===== config.mk =====
export PLATFORM = sky130hd
export DESIGN_NAME = param_sync_fifo_flat
export DESIGN_NICKNAME = d
export VERILOG_FILES = /design/src/rtl/param_sync_fifo_if.sv /design/src/rtl/param_sync_fifo.sv /design/src/flat_wrapper.sv
export SDC_FILE = /design/constraint.sdc
export NUM_CORES = 1
export LEC_CHECK = 0
export CORE_MARGIN = 2
export CORE_UTILIZATION = 50
export CTS_CLUSTER_SIZE = 25
export DETAILED_ROUTE_END_ITERATION = 16
export GPL_TIMING_DRIVEN = 0
export PLACE_DENSITY = 0.71
export SETUP_SLACK_MARGIN = 0.02
export SLEW_MARGIN = 15
export SYNTH_ARGS = -nofsm -noshare
export SYNTH_HDL_FRONTEND = slang
export SYNTH_SLANG_ARGS = --single-unit
export TNS_END_PERCENT = 10

===== constraint.sdc =====
create_clock -name clk -period 14.6 [get_ports clk]
set_clock_uncertainty 0.1 [all_clocks]
set_input_delay 2.92 -clock clk [delete_from_list [all_inputs] [get_ports clk]]
set_output_delay 2.92 -clock clk [all_outputs]
set_load 0.01 [all_outputs]

===== src/rtl/param_sync_fifo_if.sv =====
`default_nettype none
// ============================================================================
// Module   : param_sync_fifo_if
// Purpose  : Bundles the write/read handshake of param_sync_fifo.
//            The master side (the FIFO user) drives din/wr_en/rd_en.
//            The slave side (the FIFO) drives data, flags and the count.
// Ports    : din, wr_en, full, prog_full       - write side
//            rd_en, dout, valid, empty,
//            prog_empty                        - read side
//            data_count                        - occupancy, 0..DEPTH
//            overflow, underflow               - only with PARAM_SYNC_FIFO_ERR_EN
// Revision : 1.0 - initial release
// ============================================================================
interface param_sync_fifo_if #(
  parameter int WIDTH = 89,
  parameter int DEPTH = 8
);
  localparam int c_cnt_w = $clog2(DEPTH + 1);

  logic [WIDTH-1:0]   din;
  logic               wr_en;
  logic               full;
  logic               prog_full;
  logic               rd_en;
  logic [WIDTH-1:0]   dout;
  logic               valid;
  logic               empty;
  logic               prog_empty;
  logic [c_cnt_w-1:0] data_count;
`ifdef PARAM_SYNC_FIFO_ERR_EN
  logic               overflow;
  logic               underflow;

  modport master (
    output din, wr_en, rd_en,
    input  full, prog_full, dout, valid, empty, prog_empty, data_count,
           overflow, underflow
  );

  modport slave (
    input  din, wr_en, rd_en,
    output full, prog_full, dout, valid, empty, prog_empty, data_count,
           overflow, underflow
  );
`else
  modport master (
    output din, wr_en, rd_en,
    input  full, prog_full, dout, valid, empty, prog_empty, data_count
  );

  modport slave (
    input  din, wr_en, rd_en,
    output full, prog_full, dout, valid, empty, prog_empty, data_count
  );
`endif
endinterface
`default_nettype wire


===== src/rtl/param_sync_fifo.sv =====
`default_nettype none
// ============================================================================
// Module   : param_sync_fifo
// Purpose  : Single-clock FIFO on a register array with exact occupancy
//            count, programmable full/empty thresholds and either a
//            registered (standard) or first-word-fall-through read port.
//            Requests that would overflow or underflow are dropped.
// Ports    : clk   - clock, rising edge
//            srst  - synchronous active-high reset (pointers, count, dout)
//            fifo  - param_sync_fifo_if.slave (din/wr_en/full/prog_full,
//                    rd_en/dout/valid/empty/prog_empty, data_count)
// Options  : PARAM_SYNC_FIFO_ERR_EN - when defined, adds registered
//            overflow/underflow pulses on the interface.
// Revision : 1.0 - initial release
// ============================================================================
module param_sync_fifo #(
  parameter int WIDTH             = 89,
  parameter int DEPTH             = 8,   // power of two, 2..1024
  parameter int PROG_FULL_THRESH  = 3,   // 1..DEPTH
  parameter int PROG_EMPTY_THRESH = 1,   // 0..DEPTH-1
  parameter int FWFT              = 0    // 0: registered dout, 1: fall-through
) (
  input  logic             clk,
  input  logic             srst,
  param_sync_fifo_if.slave fifo
);

  localparam int c_addr_w = $clog2(DEPTH);
  localparam int c_cnt_w  = $clog2(DEPTH + 1);

  logic [WIDTH-1:0]    r_mem [DEPTH];
  logic [c_addr_w-1:0] r_wr_ptr;
  logic [c_addr_w-1:0] r_rd_ptr;
  logic [c_cnt_w-1:0]  r_count;

  logic w_full;
  logic w_empty;
  logic w_wr_acc;
  logic w_rd_acc;

  // All flags come from the registered count only.
  assign w_full   = (r_count == c_cnt_w'(DEPTH));
  assign w_empty  = (r_count == '0);
  assign w_wr_acc = fifo.wr_en & ~w_full;
  assign w_rd_acc = fifo.rd_en & ~w_empty;

  assign fifo.full       = w_full;
  assign fifo.empty      = w_empty;
  assign fifo.prog_full  = (r_count >= c_cnt_w'(PROG_FULL_THRESH));
  assign fifo.prog_empty = (r_count <= c_cnt_w'(PROG_EMPTY_THRESH));
  assign fifo.data_count = r_count;

  // Storage is deliberately not reset; writes are suppressed during srst so
  // a reset edge never disturbs the array.
  always_ff @(posedge clk) begin
    if (w_wr_acc && !srst) begin
      r_mem[r_wr_ptr] <= fifo.din;
    end
  end

  // Pointers wrap naturally because DEPTH is a power of two.
  always_ff @(posedge clk) begin
    if (srst) begin
      r_wr_ptr <= '0;
      r_rd_ptr <= '0;
      r_count  <= '0;
    end else begin
      if (w_wr_acc) begin
        r_wr_ptr <= r_wr_ptr + c_addr_w'(1);
      end
      if (w_rd_acc) begin
        r_rd_ptr <= r_rd_ptr + c_addr_w'(1);
      end
      if (w_wr_acc && !w_rd_acc) begin
        r_count <= r_count + c_cnt_w'(1);
      end else if (!w_wr_acc && w_rd_acc) begin
        r_count <= r_count - c_cnt_w'(1);
      end
    end
  end

  generate
    if (FWFT != 0) begin : g_fwft
      // Head of the queue is presented combinationally; rd_en pops it.
      assign fifo.dout  = r_mem[r_rd_ptr];
      assign fifo.valid = ~w_empty;
    end else begin : g_std
      logic [WIDTH-1:0] r_dout;
      logic             r_valid;

      // dout holds the last popped word; valid marks the cycle after a pop.
      always_ff @(posedge clk) begin
        if (srst) begin
          r_dout  <= '0;
          r_valid <= 1'b0;
        end else begin
          r_valid <= w_rd_acc;
          if (w_rd_acc) begin
            r_dout <= r_mem[r_rd_ptr];
          end
        end
      end

      assign fifo.dout  = r_dout;
      assign fifo.valid = r_valid;
    end
  endgenerate

`ifdef PARAM_SYNC_FIFO_ERR_EN
  logic r_overflow;
  logic r_underflow;

  // Pure observation of rejected requests; FIFO state is untouched.
  always_ff @(posedge clk) begin
    if (srst) begin
      r_overflow  <= 1'b0;
      r_underflow <= 1'b0;
    end else begin
      r_overflow  <= fifo.wr_en & w_full;
      r_underflow <= fifo.rd_en & w_empty;
    end
  end

  assign fifo.overflow  = r_overflow;
  assign fifo.underflow = r_underflow;
`endif

endmodule
`default_nettype wire


===== src/flat_wrapper.sv =====
// flat-port wrapper written by rule: the top's interface ports become plain ports
module param_sync_fifo_flat 
#(
  parameter int WIDTH             = 89,
  parameter int DEPTH             = 8,                           
  parameter int PROG_FULL_THRESH  = 3,              
  parameter int PROG_EMPTY_THRESH = 1,                
  parameter int FWFT              = 0                                          
)
  (clk, srst, fifo_din, fifo_wr_en, fifo_rd_en, fifo_full, fifo_prog_full, fifo_dout, fifo_valid, fifo_empty, fifo_prog_empty, fifo_data_count);
  param_sync_fifo_if #(.WIDTH(WIDTH), .DEPTH(DEPTH)) fifo_i ();
  input  logic clk;
  input  logic srst;
  input wire logic [$bits(fifo_i.din)-1:0] fifo_din;
  input wire logic [$bits(fifo_i.wr_en)-1:0] fifo_wr_en;
  input wire logic [$bits(fifo_i.rd_en)-1:0] fifo_rd_en;
  output wire logic [$bits(fifo_i.full)-1:0] fifo_full;
  output wire logic [$bits(fifo_i.prog_full)-1:0] fifo_prog_full;
  output wire logic [$bits(fifo_i.dout)-1:0] fifo_dout;
  output wire logic [$bits(fifo_i.valid)-1:0] fifo_valid;
  output wire logic [$bits(fifo_i.empty)-1:0] fifo_empty;
  output wire logic [$bits(fifo_i.prog_empty)-1:0] fifo_prog_empty;
  output wire logic [$bits(fifo_i.data_count)-1:0] fifo_data_count;
  assign fifo_i.din = fifo_din;
  assign fifo_i.wr_en = fifo_wr_en;
  assign fifo_i.rd_en = fifo_rd_en;
  assign fifo_full = fifo_i.full;
  assign fifo_prog_full = fifo_i.prog_full;
  assign fifo_dout = fifo_i.dout;
  assign fifo_valid = fifo_i.valid;
  assign fifo_empty = fifo_i.empty;
  assign fifo_prog_empty = fifo_i.prog_empty;
  assign fifo_data_count = fifo_i.data_count;
  param_sync_fifo #(.WIDTH(WIDTH), .DEPTH(DEPTH), .PROG_FULL_THRESH(PROG_FULL_THRESH), .PROG_EMPTY_THRESH(PROG_EMPTY_THRESH), .FWFT(FWFT)) u_core (.clk(clk), .srst(srst), .fifo(fifo_i));
endmodule

==> run_results.csv <==
group,metric,value,unit
setup_path,cp_slowest_cell,"nor3_2",
setup_path,crit_path_start_kind,"primary input",
final_layout,fin_nets,2253,
detailed_routing,drc_errors,0,
cts,clock_latency,0.63,ns
synthesis,ys.flop_type,"edfxtp_1",
setup_path,max_stage_delay,0.65,ns
setup_path,reg2reg_to,"u_core.r_mem[2][67]",
final_layout,drive_above_1_share,16.52,%
synthesis,synth_top_area_share,69.18,%
synthesis,ys_warn_count,0,
cts,post-cts-setup-buffers,0,
synthesis,synth-simple-area-share,4.457,%
global_route,grt_usage,23.17,%
cts,cts_resized,0,
timing,tns,0,ns
hold_path,hp-class,"reg2reg",
run_status,status,"completed",
floorplanning,num_io_pins,191,
pwr,p_leak,0.01233,uW
setup_path,crit_fanout,10,
timing,slew_headroom,16.63,%
cts,cts_max_path_buffers,3,
pwr,total_power,6492,uW
cts,clock_tree.root_cell,"clkbuf_16",
final_layout,syn2layout_area_growth,21.08,%
cts,path_clk_slew,0.06,ns
setup_path,crit_family,"buffers and inverters",
floorplanning,coreArea,61370,um2
timing,drv_slew,0,
placement,dp_hpwl,49290,um
setup_path,path_depth,13,
cts,hold_buffers,0,
global_route,use_met2,38.59,%
synthesis,synth_compound_area_share,5.874,%
final_layout,nFillCells,4337,
timing,post-route-period-util,45.91,%
setup_path,critPathArrivalTime,6.92,ns
setup_path,cp-end-kind,"flop",
cts,cts_inserted_buffers,80,
synthesis,synth_most_common_cell,"edfxtp_1",
floorplanning,die_h,252.6,um
setup_path,startpoint,"srst",
placement,gp_congestion,0.7763,
timing,period_needed,6.703,ns
timing,rsz0062_at_grt,"no",
synthesis,synth_top_family_by_area,"multiplexers",
floorplanning,initial_utilization,50.36,%
setup_path,critPathKind,"in2reg",
setup_path,path_cells,"clkbuf_1 -> clkbuf_1 -> nand3b_1 -> nor3_2 -> buf_4 -> buf_4 -> buf_4 -> buf_4 -> buf_4 -> buf_4 -> buf_4 -> buf_4 -> buf_4",
synthesis,seq_area_frac_synth,75.66,%
run,maxCapViolations,0,
detailed_routing,drt-pass1-iter-count,5,
global_route,grt_pass1_vias,17630,
setup_path,r2r_cells,14,
synthesis,syn_nets,1894,
global_route,grtUsageMet3,5.088,%
synthesis,synthTopCellsByArea,"edfxtp_1 69%, mux2i_1 12%, dfxtp_1 6.5%",
synthesis,synth_common_cells,"712 x edfxtp_1, 357 x mux2i_1, 178 x a22oi_1",
setup_path,crit_top_cell,"buf_4",
floorplanning,die_width,252.6,um
timing,hold_viol,0,
timing,setup_viol,0,
detailed_routing,via_per_inst,5.726,
detailed_routing,ant_nets,0,
detailed_routing,first_iter_violations,1452,
hold_path,worstHoldPathCells,2,
synthesis,synthXorXnorAreaFrac,0.1984,%
synthesis,yosysTopAreaCell,"edfxtp_1",
floorplanning,num_rows,91,
pwr,ir_drop,0.00008807,V
cts,htreeDepth,3,
cts,cts_tree,"built",
synthesis,synth-async-reset-ratio,0,%
floorplanning,die-area,63820,um2
setup_path,cp.required,14.81,ns
pwr,p_per_area,173.5,nW/um2
synthesis,synth.distinct_cells,33,
placement,dp.cells,2861,
setup_path,crit_end,"u_core.r_mem[3][74]",
placement,port_buffers,189,
detailed_routing,routed_wl,74340,um
global_route,grt.busiest_layer,"met2",
timing,max_freq,0.1492,GHz
synthesis,ys_ff_latch,812,
global_route,grt-ovfl-total,0,
global_route,antenna_found_initial,14,
setup_path,worst-path-buf-inv,11,
timing,tightest_slew,1.246,ns
detailed_routing,vias,17280,
setup_path,rrSetupSlack,10.04,ns
global_route,grt_max_degree,22,
synthesis,synth_area_per_cell,17.23,um2
synthesis,synth_mux_area_share,11.56,%
synthesis,synthAdderAreaFrac,0.2834,%
final_layout,instances_no_fill,3018,
synthesis,synth_area,30910,um2
global_route,met1_usage,29.80,%
cts,cts_sinks,812,
synthesis,syn_inst,1794,
global_route,grt_first_pass_wirelength,108700,um
synthesis,synth_edf_count,712,
detailed_routing,post_drt_wl_per_cell,24.63,um
setup_path,r2r_start,"u_core.fifo.data_count[0]",
-- metal layers --
| layer | share of wire [%] | routed length [um] |
|---|---|---|
| met1 | 40 | 30080 |
| met4 | 3.0 | 2215 |
| met3 | 7.1 | 5308 |
| met2 | 49 | 36630 |
| met5 | 0.14 | 103 |
-- cells by family (layout without fill, tap and decap cells) --
logic type	after synthesis	in the layout
XOR/XNOR	7	7
adder cells (fa/ha/maj)	7	7
AO/OA/AOI/OAI	273	273
multiplexers	357	357
AND/OR/NAND/NOR	221	221
flip-flops	812	812
buffers and inverters	117	544
other	0	7
-- cells in the final DEF (no fill, tap or decap), types with 14 or more instances in the layout --
| cell type | n |
|---|---|
| a21oi_1 | 93 |
| a22oi_1 | 178 |
| buf_2 | 71 |
| buf_4 | 59 |
| clkbuf_1 | 62 |
| clkbuf_16 | 80 |
| clkdlybuf4s50_1 | 189 |
| clkinv_2 | 14 |
| dfxtp_1 | 100 |
| edfxtp_1 | 712 |
| mux2i_1 | 357 |
| nor2_1 | 102 |
| nor3_2 | 80 |
-- state kept, by name (all words and copies together), names as in the netlist --
name                    flops
u_core.r_mem              712
u_core.fifo.valid           1
u_core.fifo.dout           89
u_core.r_wr_ptr             3
u_core.fifo.data_count      4
u_core.r_rd_ptr             3
-- through the flow --
step / util, % / hold WS [ns] / cell area [um2] / setup slack, ns
floorplan: - / 0.3935 / 30910 / 1.413
global placement: 55.05 / 0.3823 / 33790 / -8.416
detailed placement: 56.65 / 0.3815 / 34770 / 7.298
CTS: 60.95 / 0.3916 / 37400 / 7.962
global route: 60.96 / 0.4069 / 37410 / 7.831
finish: 60.98 / 0.3922 / 37420 / 7.897
-- area by class of cell --
type / count / area (um2) / share of cell area (%)
Antenna cell: 7 / 17.52 / 0.04681
Buffer: 111 / 585.6 / 1.565
Clock buffer: 111 / 2188 / 5.848
Clock inverter: 39 / 446.7 / 1.194
Inverter: 6 / 22.52 / 0.06018
Multi-Input combinational cell: 865 / 6965 / 18.61
Sequential cell: 812 / 23380 / 62.48
Tap cell: 790 / 988.4 / 2.641
Timing Repair Buffer: 277 / 2824 / 7.546
-- how the worst min path moves through the flow --
stage	from	to	slack, ns
4_1_cts	u_core.fifo.dout[10]	u_core.fifo.dout[10]	0.39
6_report	u_core.fifo.dout[11]	u_core.fifo.dout[11]	0.39
3_3_place_gp	u_core.fifo.dout[12]	u_core.fifo.dout[12]	0.38
2_1_floorplan	u_core.r_rd_ptr[1]	u_core.r_rd_ptr[1]	0.39
3_5_place_dp	u_core.fifo.dout[5]	u_core.fifo.dout[5]	0.38
5_1_grt	u_core.fifo.dout[4]	u_core.fifo.dout[4]	0.41
-- worst min-delay path, cell delays in order, from the launching register on --
cell and delay, ns:
dfxtp_1 0.31, nor2_1 0.09, nor3_1 0.05
-- report_power, final --
group          internal (uW)  leakage (uW)  switching (uW)
registers               2690       0.00726            81.8
clock network           1200       0.00128             859
logic                    714       0.00379             945
Power figures use the tool's default switching activity.
